<file path="config.mk">
export PLATFORM = sky130hd
export DESIGN_NAME = hazard_ctrl
export DESIGN_NICKNAME = d
export VERILOG_FILES = /design/src/rtl/hazard_ctrl_pkg.sv /design/src/rtl/hazard_slot_match.sv /design/src/rtl/hazard_ctrl.sv
export SDC_FILE = /design/constraint.sdc
export NUM_CORES = 1
export LEC_CHECK = 0
export CAP_MARGIN = 20
export CORE_MARGIN = 5
export CORE_UTILIZATION = 52
export CTS_BUF_LIST = sky130_fd_sc_hd__clkbuf_4 sky130_fd_sc_hd__clkbuf_8 sky130_fd_sc_hd__clkbuf_16
export CTS_CLUSTER_SIZE = 16
export DETAILED_ROUTE_END_ITERATION = 16
export HOLD_SLACK_MARGIN = 0.15
export PLACE_DENSITY = 0.89
export SLEW_MARGIN = 15
export SYNTH_ARGS = -nofsm -noshare
export SYNTH_HDL_FRONTEND = slang
export SYNTH_SLANG_ARGS = --single-unit
</file>
<file path="constraint.sdc">
create_clock -name clk -period 5.5 [get_ports clk]
set_input_delay 0.55 -clock clk [delete_from_list [all_inputs] [get_ports clk]]
set_output_delay 0.55 -clock clk [all_outputs]
set_load 0.005 [all_outputs]
</file>
<file path="src/rtl/hazard_ctrl_pkg.sv">
// Shared types for the hazard controller: forwarding select codes and the
// scoreboard slot record tracked for EX, MEM and WB.
package hazard_ctrl_pkg;

  localparam logic [1:0] FWD_RF  = 2'b00;
  localparam logic [1:0] FWD_MEM = 2'b01;
  localparam logic [1:0] FWD_WB  = 2'b10;

  typedef struct packed {
    logic       v;
    logic [4:0] rw;
    logic       wr;
    logic       ld;
  } slot_t;

endpackage

</file>
<file path="src/rtl/hazard_slot_match.sv">
// Live-and-match compare of one scoreboard slot against the ID source registers.
module hazard_slot_match
  import hazard_ctrl_pkg::*;
(
  input  slot_t      slot,
  input  logic [4:0] rs,
  input  logic [4:0] rt,
  output logic       hit_rs,
  output logic       hit_rt
);

  logic live;

  // $0 is hardwired, so a slot writing it can neither stall nor forward
  assign live   = slot.v & slot.wr & (slot.rw != 5'd0);
  assign hit_rs = live & (slot.rw == rs);
  assign hit_rt = live & (slot.rw == rt);

endmodule

</file>
<file path="src/rtl/hazard_ctrl.sv">
// Hazard controller: load-use stall, branch/jump squash, registered EX forward
// selects and saturating event counters, driven from a private EX/MEM/WB scoreboard.
module hazard_ctrl
  import hazard_ctrl_pkg::*;
#(
  parameter int CNT_W = 16
) (
  input  logic             clk,
  input  logic             rst_n,
  input  logic             valid_ID,
  input  logic [4:0]       Rs_ID,
  input  logic [4:0]       Rt_ID,
  input  logic             uses_rs_ID,
  input  logic             uses_rt_ID,
  input  logic [4:0]       Rw_ID,
  input  logic             RegWr_ID,
  input  logic             MemToReg_ID,
  input  logic             take_Ex,
  input  logic             ext_hold,
  output logic             pc_stall,
  output logic             ifid_stall,
  output logic             ifid_flush,
  output logic             idex_stall,
  output logic             idex_bubble,
  output logic [1:0]       fwdA_Ex,
  output logic [1:0]       fwdB_Ex,
  output logic [CNT_W-1:0] stall_cnt,
  output logic [CNT_W-1:0] flush_cnt
);

  slot_t sb_ex, sb_mem, sb_wb;
  logic  ex_hit_rs, ex_hit_rt, mem_hit_rs, mem_hit_rt, wb_hit_rs, wb_hit_rt;
  logic  lu;

  function automatic logic [CNT_W-1:0] sat_inc(input logic [CNT_W-1:0] c);
    return (&c) ? c : c + 1'b1;
  endfunction

  // A load in EX has no result yet; WB writes the register file early, so RF suffices
  function automatic logic [1:0] fwd_sel(input logic ex_hit, input logic ex_ld,
                                         input logic mem_hit, input logic wb_hit);
    if (ex_hit && !ex_ld) return FWD_MEM;
    if (mem_hit)          return FWD_WB;
    if (wb_hit)           return FWD_RF;
    return FWD_RF;
  endfunction

  hazard_slot_match u_match_ex (
    .slot(sb_ex), .rs(Rs_ID), .rt(Rt_ID), .hit_rs(ex_hit_rs), .hit_rt(ex_hit_rt)
  );
  hazard_slot_match u_match_mem (
    .slot(sb_mem), .rs(Rs_ID), .rt(Rt_ID), .hit_rs(mem_hit_rs), .hit_rt(mem_hit_rt)
  );
  hazard_slot_match u_match_wb (
    .slot(sb_wb), .rs(Rs_ID), .rt(Rt_ID), .hit_rs(wb_hit_rs), .hit_rt(wb_hit_rt)
  );

  assign lu = valid_ID & sb_ex.ld &
              ((uses_rs_ID & ex_hit_rs) | (uses_rt_ID & ex_hit_rt));

  // ID stage: combinational pipeline-register controls, freeze > squash > stall
  always_comb begin
    pc_stall    = 1'b0;
    ifid_stall  = 1'b0;
    ifid_flush  = 1'b0;
    idex_stall  = 1'b0;
    idex_bubble = 1'b0;
    if (ext_hold) begin
      pc_stall   = 1'b1;
      ifid_stall = 1'b1;
      idex_stall = 1'b1;
    end else if (take_Ex) begin
      ifid_flush  = 1'b1;
      idex_bubble = 1'b1;
    end else if (lu) begin
      pc_stall    = 1'b1;
      ifid_stall  = 1'b1;
      idex_bubble = 1'b1;
    end
  end

  // ID/EX boundary: scoreboard advance, forward selects and counters
  always_ff @(posedge clk or negedge rst_n) begin
    if (!rst_n) begin
      sb_ex     <= '0;
      sb_mem    <= '0;
      sb_wb     <= '0;
      fwdA_Ex   <= FWD_RF;
      fwdB_Ex   <= FWD_RF;
      stall_cnt <= '0;
      flush_cnt <= '0;
    end else if (!ext_hold) begin
      sb_wb  <= sb_mem;
      sb_mem <= sb_ex;
      if (idex_bubble) begin
        sb_ex   <= '0;
        fwdA_Ex <= FWD_RF;
        fwdB_Ex <= FWD_RF;
      end else begin
        sb_ex   <= slot_t'{v: valid_ID, rw: Rw_ID, wr: RegWr_ID, ld: MemToReg_ID};
        fwdA_Ex <= fwd_sel(ex_hit_rs, sb_ex.ld, mem_hit_rs, wb_hit_rs);
        fwdB_Ex <= fwd_sel(ex_hit_rt, sb_ex.ld, mem_hit_rt, wb_hit_rt);
      end
      if (lu && !take_Ex) stall_cnt <= sat_inc(stall_cnt);
      if (take_Ex)        flush_cnt <= sat_inc(flush_cnt);
    end
  end

endmodule
</file>
==> results.md, run 1 <==
* Outcome: finished clean
* Initial DRC Count at 143
* R2R depth at 7
* Fin. max-slew vios at 0
* Clk pwr share at 0.307
* Final Util at 0.7068
* Synth Register Bits at 51
* Synth cell count leaders: dfrtp_1 (51), xnor2_1 (30), xor2_1 (20)
* Maximum VDD drop at around 0.13 mV
* Final wirelength at 5.828 mm
* Final min period at ~3500 ps
* Area share of the largest cell type after synthesis at 0.5067
* Fin cells at 355
* Share of cells above drive strength 1 at 0.07986
* Antenna viol nets, final at 0
* CTS tree: done
* Mapped Nets at roughly 250
* DR vias at approximately 2000
* Max-Cap Viols at 0
* Slew @ Worst Pin at approximately 620 ps
* CTS buffer count at 5
* Initial core utilization at 0.5332
* DP Area at between 0.003 and 0.004 sq mm
* Layout area overhead at 32.54%
* Vias in the first global route at about 2000
* Setup Skew at roughly 13 ps
* Final hold vios at 0
* Largest net degree at the start of global routing at 52
* Syn_area_per_cell at approximately 11 sq um
* Global-route wire length before repair at around 10 mm
* Post-synth top area cell: dfrtp_1
* Post-synth EDFFs at 0
* # nets final at roughly 310
* CTS Sinks at 51
* Filler Cell Count at 348
* Final setup TNS at 0 ps
* Die X at a little under 80 microns
* Longest Clk Path Bufs at 2
* Worst setup path start: Rs_ID[1]
* Sequential area share after synthesis at 0.5067
* RSZ-0062 raised after global routing: false
* WHS at 234.7 ps
* Worst-Skew Late Latency at roughly 310 ps
* Site row count at 25
* Worst path required time at roughly 5000 ps
* Final Cell Area at between 0.003 and 0.004 sq mm
* 1st-pass router iterations at 4
* Combinational share of power at 0.176
* Remaining DRCs at 0
* DP Cell Count at ~350
* Reg clk slew, reported paths at 100 ps
* Final Wtd Congestion at 0.8288
* Cell area after synthesis at about 0.0025 sq mm
* Most common cell in the netlist: dfrtp_1
* Cts hold-fix bufs at 0
* Yosys cell types at 34
* Initial antenna violation count at 0
* Ports at 65
* Resize count post-CTS at 0
* Setup violators final at 0
* Top post-synthesis cells by area: dfrtp_1 (51%), xnor2_1 (10%), xor2_1 (7.0%), mux2_2 (3.6%), a22o_1 (3.5%)
* DIE HEIGHT at between 70 and 80 microns
* Ys async rst share at 1.000
* Core area at roughly 0.0047 sq mm
* Tcrit/Tclk final at 0.6438
* Switching fraction of total power at 0.2638
* Ys flop type: dfrtp_1
* Clock root cell: clkbuf_8
* Achievable Freq at 282.4 MHz
* # diodes at 0
* Worst setup EP type: output pin
* Vias/cell at 5.513
* CP Launch Type: primary input
* Crit Path Class: in2out
* Synth warn at 0
* Synthesized netlist cell count at 220
* Register area at ~0.0013 sq mm
* Gr usage total at 0.2048
* PwrDens at around 260 mW/mm^2
* Leak at ~1.5 nW
* Die ar. at 0.006335 sq mm
* WL/cell at 16.42 microns
* Multi-input logic area at around 0.0012 sq mm
* Worst rel slew slack at 0.5892
* R2R Path Start: stall_cnt[0]$_DFFE_PN0P_
* Hold crit path type: in2async
* Crit-path max FO at 6
* Crit path DAT at roughly 3000 ps
* Sequential Power Share at 0.517
* H-tree Lvls at 2
* DP HPWL at 4.323 mm
* Post-CTS setup buffer count at 0
* Buffers on Ports at 64
* Internal power at approximately 0.00064 W
* Gr ovfl total at 0
* Switching power total at 0.0002281 W
[stage by stage]
stage / setup slack, ps / total power, W
2_1_floorplan: 3211 / 0.0005111
3_3_place_gp: 2143 / 0.0005997
3_5_place_dp: 2060 / 0.0006043
4_1_cts: 2010 / 0.0008702
5_1_grt: 1881 / 0.0009055
6_report: 1959 / 0.0008644
[final cells by class]
type                            instances  share of cell area
Timing Repair Buffer                   65              0.1934
Inverter                                1            0.001124
Clock buffer                            5             0.02061
Tap cell                               67             0.02511
Clock inverter                          3             0.01424
Sequential cell                        51              0.3823
Multi-Input combinational cell        163              0.3632
[kinds of logic (layout without fill, tap and decap cells)]
kind of cell | count (synthesis) | in the layout | share of synthesized area
compound gates | 18 | 18 | 0.07402
simple gates | 85 | 85 | 0.1878
mux | 8 | 8 | 0.03577
xor+xnor | 50 | 50 | 0.1739
flops | 51 | 51 | 0.5067
buf+inv | 6 | 74 | 0.01192
fa+ha+maj | 2 | 2 | 0.009934
[metal layers]
metal,GRT usage,vias to the layer above,routed length (microns),part of all wire
met5,0,-,0,0
met4,0.07216,0,103,0.018
met3,0.04628,9,335,0.057
met2,0.3306,59,2838,0.49
met1,0.2705,962,2551,0.44
li1,-,927,-,-
[cells in the final DEF, fill, tap and decap left out, types with 2 or more instances in the layout]
master,netlist,layout
clkbuf_8,0,5
clkdlybuf4s50_1,0,63
and2_1,3,3
nand4_1,11,11
and4_1,6,6
and3_1,9,9
or3_1,2,2
xnor2_1,30,30
a22o_1,10,10
ha_1,2,2
xor2_1,20,20
dfrtp_1,51,51
nor2_1,9,9
nand3_1,11,11
mux2_2,8,8
nor4_1,2,2
nand2_1,18,18
buf_4,2,2
nor3_1,8,8
[power groups by stage]
| stage | Sequential, W | Combinational (W) | Clock, W |
|---|---|---|---|
| 3_3_place_gp | 0.000452 | 0.000148 | 0 |
| 5_1_grt | 0.000453 | 0.000166 | 0.000287 |
| 3_5_place_dp | 0.000454 | 0.000151 | 0 |
| 6_report | 0.000447 | 0.000152 | 0.000265 |
| 2_1_floorplan | 0.000445 | 0.0000658 | 0 |
| 4_1_cts | 0.000447 | 0.000154 | 0.000270 |
[path summary, 6_finish.rpt]
kind                                                   to  slack, ps
worst max-delay path                           ifid_stall       1960
worst min-delay path            flush_cnt[13]$_DFFE_PN0P_        230
worst max register to register   stall_cnt[5]$_DFFE_PN0P_       3120
worst min register to register  flush_cnt[12]$_DFFE_PN0P_        490
max in group asynchronous        stall_cnt[6]$_DFFE_PN0P_       4830
min in group clk                flush_cnt[12]$_DFFE_PN0P_        490
[sequential cells by signal, summed over array words and instances (netlist names)]
register	cells
fwdA_Ex	2
sb_ex	8
fwdB_Ex	2
stall_cnt	16
flush_cnt	16
sb_mem	7
[critical path, cell delays in order]
cell             delay (ps)
clkdlybuf4s50_1         460
xor2_1                  170
nor4_1                  460
and3_1                  320
o21a_1                  290
a21o_1                  190
clkdlybuf4s50_1         540
Note: power is estimated with default switching activity, not from simulation.
==> run 2: changes to the inputs <==
--- a/config.mk
+++ b/config.mk
@@ -7,12 +7,12 @@
 export LEC_CHECK = 0
 export CAP_MARGIN = 20
 export CORE_MARGIN = 5
-export CORE_UTILIZATION = 52
+export CORE_UTILIZATION = 49
 export CTS_BUF_LIST = sky130_fd_sc_hd__clkbuf_4 sky130_fd_sc_hd__clkbuf_8 sky130_fd_sc_hd__clkbuf_16
 export CTS_CLUSTER_SIZE = 16
 export DETAILED_ROUTE_END_ITERATION = 16
 export HOLD_SLACK_MARGIN = 0.15
-export PLACE_DENSITY = 0.89
+export PLACE_DENSITY = 0.85
 export SLEW_MARGIN = 15
 export SYNTH_ARGS = -nofsm -noshare
 export SYNTH_HDL_FRONTEND = slang
==> constraint.sdc (replaced) <==
create_clock -name clk -period 3.6 [get_ports clk]
set_input_delay 0.36 -clock clk [delete_from_list [all_inputs] [get_ports clk]]
set_output_delay 0.36 -clock clk [all_outputs]
set_load 0.005 [all_outputs]
==> run 2 against run 1 <==
  * Worst setup slack worse by 1400 ps
  * Via count is 1.8% lower
  * Global-route usage is 3.3 points lower
  * Worst hold slack better by 260 ps
  * Clock-buffer cell count is 1 higher
  * Cell count is 1.1% higher
  * Wire length is 7.9% lower
  * First-iteration DRC count is 63% lower
  * Non-clock buffer count is 2 higher
  * Sequential power is 52% higher
  * Sequential cell count stayed put
==> results.md, run 2 (synthesized netlist as in run 1, its figures left out) <==
* Resize count post-CTS at 0 (unchanged)
* Layout area overhead at 33.38% (was 32.54%)
* Gr usage total at 0.1716 (was 0.2048)
* Buffers on Ports at 64 (unchanged)
* Core area at 0.005042 sq mm (was 0.004723 sq mm)
* Crit path DAT at 2650 ps (was 2990 ps)
* Final Wtd Congestion at 0.8414 (was 0.8288)
* Global-route wire length before repair at 8.790 mm (was 10.08 mm)
* Final wirelength at 5.367 mm (was 5.828 mm)
* DR vias at 1922 (was 1957)
* Vias in the first global route at 1940 (was 2060)
* Initial core utilization at 0.4995 (was 0.5332)
* Slowest stage delay, CP at 530 ps (was 540 ps)
* Die X at 81.70 microns (was 79.60 microns)
* Vias/cell at 5.354 (was 5.513)
* Tcrit/Tclk final at 0.8358
* Final setup TNS at 0 ps (unchanged)
* # nets final at 315 (was 313)
* Max-Cap Viols at 0 (unchanged)
* Worst-Skew Late Latency at 290 ps (was 310 ps)
* Gr ovfl total at 0 (unchanged)
* H-tree Lvls at 2 (unchanged)
* CP Cell Sequence: clkdlybuf4s50_1 -> xor2_1 -> nor4_1 -> and3_1 -> o21a_1 -> a21o_1 -> clkdlybuf4s50_1 (unchanged)
* Longest Clk Path Bufs at 2 (unchanged)
* CTS buffer count at 5 (unchanged)
* # diodes at 0 (unchanged)
* Setup Skew at 6.123 ps (was 13.27 ps)
* Antenna viol nets, final at 0 (unchanged)
* Crit Path Class: in2out (unchanged)
* Die ar. at 0.006674 sq mm (was 0.006335 sq mm)
* WL/cell at 14.95 microns (was 16.42 microns)
* Fin. max-slew vios at 0 (unchanged)
* Worst setup EP type: output pin (unchanged)
* Achievable Freq at between 300 and 400 MHz
* Most common cell after layout, fill and taps aside: clkdlybuf4s50_1 (unchanged)
* Largest registers: flush_cnt (16), stall_cnt (16), sb_ex (8) (unchanged)
* Filler Cell Count at 390 (was 348)
* Ports at 65 (unchanged)
* CP dominant cell by count: clkdlybuf4s50_1 (unchanged)
* Hold crit path type: reg2reg (was in2async)
* Slew @ Worst Pin at 565.6 ps (was 616.3 ps)
* RSZ-0062 raised after global routing: false (unchanged)
* Final hold vios at 0 (unchanged)
* Post-CTS setup buffer count at 0 (unchanged)
* Leak at 1.464 nW (was 1.456 nW)
* Slowest-stage cell, CP: clkdlybuf4s50_1 (unchanged)
* Crit-path max FO at 6 (unchanged)
* Fin cells at 359 (was 355)
* CTS tree: done (unchanged)
* Clock root cell: clkbuf_8 (unchanged)
* Share of cells above drive strength 1 at 0.07958 (was 0.07986)
* DP HPWL at 4.126 mm (was 4.323 mm)
* Remaining DRCs at 0 (unchanged)
* Final min period at about 3000 ps
* 1st-pass router iterations at 4 (unchanged)
* Maximum VDD drop at 0.2304 mV (was 0.1329 mV)
* Outcome: finished clean (unchanged)
* DP Cell Count at 351 (was 347)
* Worst rel slew slack at 0.6209 (was 0.5892)
* Initial antenna violation count at 0 (unchanged)
* DIE HEIGHT at 81.70 microns (was 79.60 microns)
* Worst path required time at 3240 ps (was 4950 ps)
* Initial DRC Count at 53 (was 143)
* Largest net degree at the start of global routing at 31 (was 52)
* CP Launch Type: primary input (unchanged)
* Reg clk slew, reported paths at 80 ps (was 100 ps)
* Most frequent cells in the layout: clkdlybuf4s50_1 (63), dfrtp_1 (51), xnor2_1 (30) (unchanged)
* Site row count at 26 (was 25)
* PwrDens at 383.9 mW/mm^2 (was 259.0 mW/mm^2)
* CTS Sinks at 51 (unchanged)
* Setup violators final at 0 (unchanged)
[run 2: changes by cell type in the layout (fill, tap and decap cells not counted)]
cell and change:
buf_12 +1, inv_6 -1, clkinv_4 -1, buf_2 +1
buf_4 -1, clkbuf_4 +1, dlygate4sd3_1 +1
[run 2: final cells by class]
class | instances | area (sq um) | share of cell area
sequential | 51 | 1276 | 0.3799
multi-input combinational | 163 | 1212 | 0.3609
timing repair buffer | 67 | 673.1 | 0.2004
tap | 70 | 87.58 | 0.02607
clock buffer | 6 | 76.32 | 0.02272
clock inverter | 1 | 30.03 | 0.008939
inverter | 1 | 3.754 | 0.001117
[run 2: repair_timing]
| item | in CTS | in global routing |
|---|---|---|
| endpoints found under the setup margin | 0 | 0 |
| hold endpoints to repair | 21 | 0 |
| hold buffers | 1 | 0 |
[run 2: worst paths after layout]
check / from / endpoint / slack [ps] / cells past startpoint
setup reg to reg: stall_cnt[0]$_DFFE_PN0P_ / stall_cnt[5]$_DFFE_PN0P_ / 1210 / 7
hold reg to reg: stall_cnt[10]$_DFFE_PN0P_ / stall_cnt[10]$_DFFE_PN0P_ / 500 / 1
hold / removal: stall_cnt[10]$_DFFE_PN0P_ / stall_cnt[10]$_DFFE_PN0P_ / 500 / 1
max in group asynchronous: rst_n / stall_cnt[12]$_DFFE_PN0P_ / 2500 / 3
setup / recovery: Rs_ID[2] / pc_stall / 590 / 7
min in group asynchronous: rst_n / flush_cnt[3]$_DFFE_PN0P_ / 580 / 2
[run 2: critical path: cells and delay by family]
family	cells	cell delay [ps]
AND/OR/NAND/NOR	2	710
buffers and inverters	2	980
AO/OA/AOI/OAI	2	440
XOR/XNOR	1	160
[run 2: layer usage]
metal / up-vias / part of all wire / GRT usage
met4: 0 / 0.0088 / 0.04485
met5: - / 0 / 0
met1: 925 / 0.45 / 0.2206
met2: 55 / 0.50 / 0.2948
met3: 6 / 0.049 / 0.03618
li1: 936 / - / -
[run 2: through the flow]
step	hold WS [ps]	cell area, sq um	power [W]	util	worst slack (ps)
after floorplan	64.41	2519	0.0007809	-	1372
after global routing	515.7	3359	0.001357	0.6663	451.8
final	495.2	3359	0.001290	0.6663	591.1
after global placement	475.8	3223	0.0009099	0.6392	642.5
after detailed placement	360.9	3243	0.0009216	0.6432	628.6
after CTS	492.5	3359	0.001305	0.6663	582.7
[run 2: power breakdown]
part	switching (W)	internal, W
Clock	0.000170	0.000211
Combinational	0.0000833	0.000144
Sequential	0.0000623	0.000619
Total	0.000316	0.000974
==> run 3: changes to the inputs <==
==> constraint.sdc (replaced) <==
create_clock -name clk -period 3.1 [get_ports clk]
set_input_delay 0.31 -clock clk [delete_from_list [all_inputs] [get_ports clk]]
set_output_delay 0.31 -clock clk [all_outputs]
set_load 0.005 [all_outputs]
==> run 3 against run 2 <==
  * Clock-buffer cell count is the same
  * Critical path type is now reg2out
  * Cell count is the same
  * Sequential cell count is the same
  * Clock skew grew 1.1 ps
  * Largest power group unchanged
  * Core utilization grew 0.25 points
  * Wire length grew 3.9%
  * Die area is the same
==> results.md, run 3 (synthesized netlist as in run 1, its figures left out) <==
* Worst setup path start: sb_ex[4]$_DFFE_PN0N_ (was Rs_ID[2])
* Reg clk slew, reported paths at 90 ps (was 80 ps)
* Fin. max-slew vios at 0 (unchanged)
* CTS Sinks at 51 (unchanged)
* Final min period at 2884 ps
* Worst rel slew slack at 0.5781 (was 0.6209)
* Global-route wire length before repair at 9.108 mm (was 8.790 mm)
* Met3 WL post-DR at 292 microns (was 265 microns)
* RSZ-0062 raised after global routing: false (unchanged)
* Worst setup EP type: output pin (unchanged)
* DR top layer: met4 (unchanged)
* Gr ovfl total at 0 (unchanged)
* Core area at 0.005042 sq mm (unchanged)
* WL/cell at 15.53 microns (was 14.95 microns)
* DIE HEIGHT at 81.70 microns (unchanged)
* Post-Place Setup Slack at 214.5 ps (was 628.6 ps)
* CTS tree: done (unchanged)
* PwrDens at 473.4 mW/mm^2 (was 383.9 mW/mm^2)
* Switching fraction of total power at 0.2388 (was 0.2447)
* Clk pwr share at 0.339 (was 0.296)
* # diodes at 0 (unchanged)
* Setup violators final at 0 (unchanged)
* # nets final at 314 (was 315)
* DP HPWL at 4.223 mm (was 4.126 mm)
* Max-Cap Viols at 0 (unchanged)
* Initial antenna violation count at 0 (unchanged)
* Clock root cell: clkbuf_8 (unchanged)
* Internal power at 0.001215 W (was 0.0009741 W)
* Longest Clk Path Bufs at 2 (unchanged)
* Antenna viol nets, final at 0 (unchanged)
* R2R Path Start: stall_cnt[0]$_DFFE_PN0P_ (unchanged)
* Initial core utilization at 0.4995 (unchanged)
* Initial DRC Count at 47 (was 53)
* Largest registers: flush_cnt (16), stall_cnt (16), sb_ex (8) (unchanged)
* DR vias at 1950 (was 1922)
* Buffers on Ports at 64 (unchanged)
* Vias/cell at 5.432 (was 5.354)
* Layout area overhead at 33.88% (was 33.38%)
* Crit Path Class: reg2out (was in2out)
* PnR worst setup slack at 216.3 ps (was 591.1 ps)
* Wire length on met1 at 2.378 mm (was 2.389 mm)
* Switching power total at 0.0003813 W (was 0.0003156 W)
* Slowest-stage cell, CP: clkdlybuf4s50_1 (unchanged)
* Largest net degree at the start of global routing at 52 (was 31)
* 1st-pass router iterations at 4 (unchanged)
* Final hold vios at 0 (unchanged)
* Crit path DAT at 2570 ps (was 2650 ps)
* Final wirelength at 5.576 mm (was 5.367 mm)
* Ports at 65 (unchanged)
* Combinational share of power at 0.166 (was 0.176)
* Tcrit/Tclk final at 0.9302
* Slew @ Worst Pin at 632.8 ps (was 565.6 ps)
* Hold Crit Start: stall_cnt[14]$_DFFE_PN0P_ (was stall_cnt[10]$_DFFE_PN0P_)
* Die X at 81.70 microns (unchanged)
* Wire length on met2 at 2.818 mm (was 2.665 mm)
* Crit-path max FO at 6 (unchanged)
* Remaining DRCs at 0 (unchanged)
* Achievable Freq at between 300 and 400 MHz
* Hold crit path type: reg2reg (unchanged)
* Die ar. at 0.006674 sq mm (unchanged)
* Outcome: finished clean (unchanged)
* Worst-Skew Late Latency at 300 ps (was 290 ps)
* Slowest stage delay, CP at 530 ps (about the same)
* Share of cells above drive strength 1 at 0.07958 (unchanged)
* Vias in the first global route at 1942 (was 1940)
* Setup Skew at 7.246 ps (was 6.123 ps)
* Final Wtd Congestion at 0.8723 (was 0.8414)
* DP Cell Count at 350 (was 351)
* Sequential Power Share at 0.495 (was 0.528)
* CP Cell Sequence: xor2_1 -> nor4_1 -> and3_1 -> o21a_1 -> a21o_1 -> clkdlybuf4s50_1 (was clkdlybuf4s50_1 -> xor2_1 -> nor4_1 -> and3_1 -> o21a_1 -> a21o_1 -> clkdlybuf4s50_1)
* Most common cell after layout, fill and taps aside: clkdlybuf4s50_1 (unchanged)
* CP Launch Type: flop (was primary input)
* CTS buffer count at 5 (unchanged)
* Maximum VDD drop at 0.2746 mV (was 0.2304 mV)
* Site row count at 26 (unchanged)
* Most frequent cells in the layout: clkdlybuf4s50_1 (63), dfrtp_1 (51), xnor2_1 (30) (unchanged)
* CP delay by family, top: simple AND/OR/NAND/NOR gates (was buffers and inverters)
* Post-CTS setup buffer count at 0 (unchanged)
* Gr usage total at 0.1776 (was 0.1716)
* Final setup TNS at 0 ps (unchanged)
* Worst path required time at 2790 ps (was 3240 ps)
* Leak at 1.470 nW (was 1.464 nW)
* H-tree Lvls at 2 (unchanged)
* Fin cells at 359 (unchanged)
* Worst path buffer plus inverter count at 1 (was 2)
==> run 3: changes by cell type in the layout (fill, tap and decap cells not counted) <==
cell       change
buf_2          -1
bufinv_16      +1
buf_12         -1
buf_4          +1
==> run 3: worst reg2reg max path: cells and delay by family, from the launching register on <==
kind,cells,cell delay [ps]
adders and majority gates,1,250
DFF,1,440
AOI/OAI and AO/OA,2,620
xor gates and xnor gates,1,130
and+or+nand+nor,3,840
==> run 3: what timing repair did <==
action / in CTS / in global routing
hold buffers: 0 / 1
endpoints found under the hold margin: 0 / 51
gates resized for setup: 0 / 0
==> run 3: worst paths after layout <==
| path | to | slack (ps) | depth (start not counted) |
|---|---|---|---|
| min | stall_cnt[14]$_DFFE_PN0P_ | 490 | 1 |
| min reg2reg | stall_cnt[14]$_DFFE_PN0P_ | 490 | 1 |
| max in group asynchronous | sb_ex[2]$_DFFE_PN0N_ | 2100 | 2 |
| min in group asynchronous | flush_cnt[15]$_DFFE_PN0P_ | 580 | 2 |
| max reg2reg | stall_cnt[5]$_DFFE_PN0P_ | 720 | 7 |
| max | pc_stall | 220 | 6 |
==> run 3: layout make-up <==
type | count | area (sq um)
Fill cell | 389 | 1670
Sequential cell | 51 | 1276
Multi-Input combinational cell | 163 | 1212
Timing Repair Buffer | 66 | 655.6
Tap cell | 70 | 87.58
Clock buffer | 6 | 76.32
Clock inverter | 2 | 60.06
Inverter | 1 | 3.754
==> run 3: power groups by stage <==
| stage | combinational [W] | clock, W | sequential, W |
|---|---|---|---|
| finish | 0.000266 | 0.000540 | 0.000790 |
| global route | 0.000288 | 0.000576 | 0.000801 |
| CTS | 0.000269 | 0.000552 | 0.000791 |
| detailed placement | 0.000267 | 0 | 0.000804 |
| global placement | 0.000255 | 0 | 0.000802 |
| floorplan | 0.000117 | 0 | 0.000790 |
==> run 3: per-layer routing <==
layer | vias to the layer above | global-route usage
met5 | - | 0
met4 | 0 | 0.05150
met3 | 11 | 0.03728
met2 | 53 | 0.3176
met1 | 958 | 0.2155
li1 | 928 | -
==> run 3: through the flow <==
stage	instance area [sq um]	util	power (W)	hold slack (ps)
2_1_floorplan	2519	-	0.0009068	14.41
3_3_place_gp	3223	0.6392	0.001057	477.2
3_5_place_dp	3223	0.6392	0.001071	481.1
4_1_cts	3359	0.6663	0.001612	270.9
5_1_grt	3372	0.6687	0.001664	521.3
6_report	3372	0.6687	0.001596	490.1
